<file path="config.mk">
export PLATFORM = sky130hd
export DESIGN_NAME = scratchpad_wordport
export DESIGN_NICKNAME = d
export VERILOG_FILES = /design/src/rtl/scratchpad_wordport.sv
export SDC_FILE = /design/constraint.sdc
export NUM_CORES = 1
export LEC_CHECK = 0
export CORE_UTILIZATION = 50
export DETAILED_ROUTE_END_ITERATION = 7
export GPL_ROUTABILITY_DRIVEN = 0
export MAX_ROUTING_LAYER = met4
export PLACE_DENSITY = 0.85
export SYNTH_ARGS = -nofsm -noshare
export SYNTH_HDL_FRONTEND = slang
export SYNTH_SLANG_ARGS = --single-unit
</file>
<file path="constraint.sdc">
create_clock -name clk -period 5.95 [get_ports clk]
set_clock_uncertainty 0.1 [all_clocks]
set_input_delay 1.785 -clock clk [delete_from_list [all_inputs] [get_ports clk]]
set_output_delay 1.785 -clock clk [all_outputs]
set_load 0.01 [all_outputs]
</file>
<file path="src/rtl/scratchpad_wordport.sv">
// scratchpad_wordport: word-wide request/response front end for one byteram
// bank. Each request is split into one byte access per cycle on the
// single-port byteram. For reads, the returned bytes are assembled into a word.
// Exactly one response is returned for each accepted request.
//
// Handshake semantics (both channels): a transfer happens on the rising clk
// edge where valid && ready are both high. Once resp_valid rises, it stays
// high with resp_write and resp_rdata unchanged until that transfer happens.
// req_ready depends only on state and rst; it never depends on req_valid.
module scratchpad_wordport #(
    parameter int AddrW     = 10,
    parameter int WordBytes = 4
) (
    input  logic                   clk,
    input  logic                   rst,
    input  logic                   req_valid,
    output logic                   req_ready,
    input  logic                   req_write,
    input  logic [AddrW-1:0]       req_addr,
    input  logic [8*WordBytes-1:0] req_wdata,
    input  logic [WordBytes-1:0]   req_bmask,
    output logic                   resp_valid,
    input  logic                   resp_ready,
    output logic                   resp_write,
    output logic [8*WordBytes-1:0] resp_rdata,
    output logic [AddrW-1:0]       ram_addr,
    output logic                   ram_web,
    output logic [7:0]             ram_ibyte,
    input  logic [7:0]             ram_obyte,
    output logic [1:0]             state_dbg
);

    localparam int W  = 8 * WordBytes;
    localparam int CW = $clog2(WordBytes + 1);

    typedef enum logic [1:0] {
        IDLE = 2'd0,
        WR   = 2'd1,
        RD   = 2'd2,
        RESP = 2'd3
    } state_t;

    state_t                 state;
    logic [CW-1:0]          cnt;      // WR: byte on the bus; RD: cycles since the first address
    logic [W-1:0]           wdata_q;  // remaining write bytes, next one in [7:0]
    logic [WordBytes-1:0]   mask_q;   // remaining byte enables, next one in [0]
    logic                   web_q;

    // Accept only in IDLE, and never while reset is held.
    assign req_ready = (state == IDLE) && !rst;

    // Reset forces web high in the same cycle, so an abandoned write
    // cannot commit the byte that is on the bus at that moment.
    assign ram_web   = web_q | rst;

    assign state_dbg = state;

    // Request FSM: latch the request, step one byte per cycle, then hold the response.
    always_ff @(posedge clk) begin
        if (rst) begin
            state      <= IDLE;
            cnt        <= '0;
            wdata_q    <= '0;
            mask_q     <= '0;
            web_q      <= 1'b1;
            resp_valid <= 1'b0;
            resp_write <= 1'b0;
            resp_rdata <= '0;
            ram_addr   <= '0;
            ram_ibyte  <= '0;
        end else begin
            case (state)
                IDLE: begin
                    if (req_valid) begin
                        resp_write <= req_write;
                        resp_rdata <= '0;
                        ram_addr   <= req_addr;
                        cnt        <= '0;
                        if (req_write) begin
                            ram_ibyte <= req_wdata[7:0];
                            web_q     <= !req_bmask[0];
                            wdata_q   <= req_wdata >> 8;
                            mask_q    <= req_bmask >> 1;
                            state     <= WR;
                        end else begin
                            web_q <= 1'b1;
                            state <= RD;
                        end
                    end
                end
                WR: begin
                    if (cnt == CW'(WordBytes - 1)) begin
                        web_q      <= 1'b1;
                        resp_valid <= 1'b1;
                        state      <= RESP;
                    end else begin
                        cnt       <= cnt + 1'b1;
                        ram_addr  <= ram_addr + 1'b1;
                        ram_ibyte <= wdata_q[7:0];
                        web_q     <= !mask_q[0];
                        wdata_q   <= wdata_q >> 8;
                        mask_q    <= mask_q >> 1;
                    end
                end
                RD: begin
                    // The byte for address k appears on obyte while cnt == k+1.
                    for (int k = 0; k < WordBytes; k++) begin
                        if (cnt == CW'(k + 1)) begin
                            resp_rdata[8*k +: 8] <= ram_obyte;
                        end
                    end
                    if (cnt == CW'(WordBytes)) begin
                        resp_valid <= 1'b1;
                        state      <= RESP;
                    end else begin
                        cnt <= cnt + 1'b1;
                        if (cnt < CW'(WordBytes - 1)) begin
                            ram_addr <= ram_addr + 1'b1;
                        end
                    end
                end
                RESP: begin
                    if (resp_ready) begin
                        resp_valid <= 1'b0;
                        state      <= IDLE;
                    end
                end
                default: state <= IDLE;
            endcase
        end
    end

endmodule
</file>
==> results summary <==
The flow ran to the end, and the final reports show no timing, DRC or antenna violations. The first-pass iteration count of the detailed router is 4. The pin count of the biggest net entering global routing came out at 58. Summed over all cells, the static leakage comes to 1.95 nW.

The ratio of final minimum period to clock period is 0.812. In this run, synthesis produced a sequential element count of 85. By area the synthesized netlist is led by sky130_fd_sc_hd__dfxtp_1 43%, sky130_fd_sc_hd__mux2i_1 15%, sky130_fd_sc_hd__nor2_1 6.3%, sky130_fd_sc_hd__a211oi_1 5.3%, sky130_fd_sc_hd__ha_1 3.8%. Across all layers, the routed design uses 3474 vias. Summing all placed instances gives a cell area of 0.00510 sq mm.

The effective utilization at floorplan is 0.515. Clock tree synthesis inserted a total of 9 buffers. The tree is rooted in a sky130_fd_sc_hd__clkbuf_8. The number of antenna violations at the first check in global routing is 0. TritonCTS built the clock tree.

The worst hold path stage count came out at 2. Detailed placement ended at an HPWL of 6610 um. The number of DRC violations after detailed routing is 0.

The DRC marker count from the first detailed-route iteration is 185. The total power divided by cell area is 427 mW/mm^2. The startpoint identified for the worst register-to-register timing path is state_dbg[1]. The post-synthesis cell type count is 47. The count of input and output buffers is 114. The maximum frequency from static timing analysis is 207 MHz. The sum of negative setup slack is 0 ns. The area of all placed cells without fillers is 0.00528 sq mm. The top cell type's share of synthesized area came out at 0.430.

The mean routed wirelength per cell is 15.1 um. The critical path is of the input port to output port type. From synthesis to final layout, the design area changed by 33.4%. The first global-routing pass estimated 15900 um of wire. The buffer depth of the longest clock path came out at 2. The worst path arrival time came out at 2.95 ns. The portion of netlist area occupied by mux cells came out at 0.160. The layout cell share with drive strength beyond 1 came out at 0.0642. Setup violations remaining at the end of the flow were counted as 0. For the finished layout, the period the worst path requires is 4.83 ns.

The combinational family with the most area after synthesis is simple AND/OR/NAND/NOR gates. The worst setup path is launched from an input port. The number of flops mapped to enable cells by yosys is 0. In this run the tightest slew margin relative to its limit is 0.322. The Yosys warning count came out at 0. The number of primary I/O pins came out at 115.

For the worst setup path, the data required time is 4.07 ns. The number of global-route vias before repair came out at 3380. In the synthesized netlist, the number of instances is 425. After floorplanning, the core was sized to cover 0.00769 sq mm. The post-layout net count came out at 596. Of all nets on the critical path, the largest fanout is 29. The register clock-pin slew on the reported worst setup and hold paths came out at 0.09 ns. The xor and xnor area share after synthesis is 0. The floorplan step defined a die boundary enclosing 0.00828 sq mm. The min-delay analysis places its worst path in the category flip-flop to flip-flop. For this run, the leading register cell type out of synthesis is sky130_fd_sc_hd__dfxtp_1. The final number of max-transition violations is 0. The total setup buffers inserted after CTS is 0. The depth of the worst register-to-register path is 7. The total power came out at 0.00226 W. After clock tree synthesis, the repair step resized 0 gates. In this run the most critical hold path is launched from wdata_q[23]. The count of max-cap constraint violations came out at 0. The worst-margin pin slew came out at 1.02 ns. The number of diodes came out at 0.

The global-route usage over all layers is 0.248. The number of levels the H-tree was split into came out at 3. The maximum vdd drop came out at 0.202 mV. The dominant cell type by area after synthesis is sky130_fd_sc_hd__dfxtp_1.

The number of hold-slack violations in the final timing report was 0. The wire length after detailed routing is 9550 um. STA classifies the critical path endpoint as an output port. The total grt overflow is 0.

The overall die height is 91.0 um. Row generation in the floorplan step produced 32 rows. The worst register-to-register path ends at wdata_q[14]. The clock network latency to the later pin of the worst-skew pair came out at 0.36 ns. The worst setup slack for register-to-register paths is 3.13 ns. The net count after synthesis is 496. The count of nets left with antenna violations after detail routing came out at 0. The worst slack on hold paths is 0.360 ns. The fraction of the mapped netlist area in compound gates was 0.151.

The number of hold buffers added after CTS is 0. The mean instance size in the synthesized netlist is 9.32 sq um. The adder-cell share of the synthesized area is 0.0379.

The area of the mapped netlist is 0.00396 sq mm. Setup repair after global routing left no endpoint under its margin. The endpoint of the worst hold path is wdata_q[23]. In the routed layout, each cell is associated on average with a via count of 5.50. The sequential cell area fraction in the yosys report is 0.430.

The die span in x is 91.0 um. For this run, asynchronously set or reset flops after synthesis account for 0. The sink count of the clock tree came out at 85.

The post-synthesis simple-gate area fraction came out at 0.177.
-- worst max-delay path, cell delays in order --
cell	delay, ns
sky130_fd_sc_hd__buf_2	0.44
sky130_fd_sc_hd__or2_2	0.20
sky130_fd_sc_hd__clkdlybuf4s50_1	0.52
-- cell usage in the layout, fill, tap and decap left out, drive strengths merged, types with 3 or more instances in the layout --
master,instances
nand3,7
nor2,68
buf,3
nand2b,4
nor4,6
nor2b,8
clkdlybuf4s50,113
nand3b,9
clkbuf,9
ha,12
inv,12
o21a,3
dfxtp,85
a211oi,29
mux2i,62
a21oi,22
clkinv,3
nand2,22
o21ai,15
and3,3
and2,10
-- layer usage --
| layer | part of all wire | track usage | up-vias | routed length [um] |
|---|---|---|---|---|
| met1 | 0.44 | 0.293 | 1647 | 4210 |
| met4 | 0.023 | 0.111 | 0 | 218 |
| met3 | 0.045 | 0.0385 | 21 | 432 |
| li1 | - | - | 1697 | - |
| met5 | 0 | - | - | 0 |
| met2 | 0.49 | 0.418 | 109 | 4690 |
-- registers in the layout, summed over array words and instances (netlist names) --
name        count
ram_ibyte       8
ram_addr       10
mask_q          3
cnt             3
wdata_q        24
web_q           1
state_dbg       2
resp_rdata     32
resp_write      1
resp_valid      1
-- metrics by stage --
stage,std cells,worst slack [ns],utilization
after global placement,616,1.13,0.664
after global routing,632,1.08,0.687
after floorplan,425,1.64,-
after CTS,632,1.12,0.687
after detailed placement,616,1.12,0.664
final,632,1.12,0.687
-- layout make-up --
cell class	instances	area (sq um)
clock inverters	7	58.8
fillers	661	2400
flip-flops and latches	85	1700
well taps	102	128
clock buffers	9	124
inverters	9	33.8
repair buffers	116	1150
multi-input cells	304	2090
-- synthesized netlist by cell type, types with 4 or more instances --
cell and number:
sky130_fd_sc_hd__mux2i_1 61, sky130_fd_sc_hd__and2_1 10, sky130_fd_sc_hd__dfxtp_1 85, sky130_fd_sc_hd__nand3b_1 9, sky130_fd_sc_hd__nand2_1 22, sky130_fd_sc_hd__nor4_1 4, sky130_fd_sc_hd__clkbuf_1 12, sky130_fd_sc_hd__buf_2 7
sky130_fd_sc_hd__o21ai_0 12, sky130_fd_sc_hd__nand2b_1 4, sky130_fd_sc_hd__a21oi_1 19, sky130_fd_sc_hd__nor2_1 67, sky130_fd_sc_hd__buf_4 4, sky130_fd_sc_hd__a211oi_1 28, sky130_fd_sc_hd__ha_1 12, sky130_fd_sc_hd__nand3_1 7
sky130_fd_sc_hd__nor2b_1 7, sky130_fd_sc_hd__inv_1 9
-- worst max-delay path by stage --
stage / start / end / slack [ns]
finish: rst / ram_web / 1.12
global route: rst / ram_web / 1.08
CTS: rst / ram_web / 1.12
detailed placement: rst / ram_web / 1.12
global placement: rst / ram_web / 1.13
floorplan: rst / req_ready / 1.64
-- cells by family after synthesis --
logic type,after synthesis
AO/OA/AOI/OAI,85
flip-flops,85
adder cells (fa/ha/maj),12
multiplexers,63
buffers and inverters,36
AND/OR/NAND/NOR,144
-- power breakdown --
| group | switching (W) | internal (W) |
|---|---|---|
| sequential | 0.000111 | 0.000707 |
| combinational | 0.000555 | 0.000504 |
| clock | 0.000222 | 0.000158 |
| total | 0.000889 | 0.00137 |
Power figures use the tool's default switching activity.
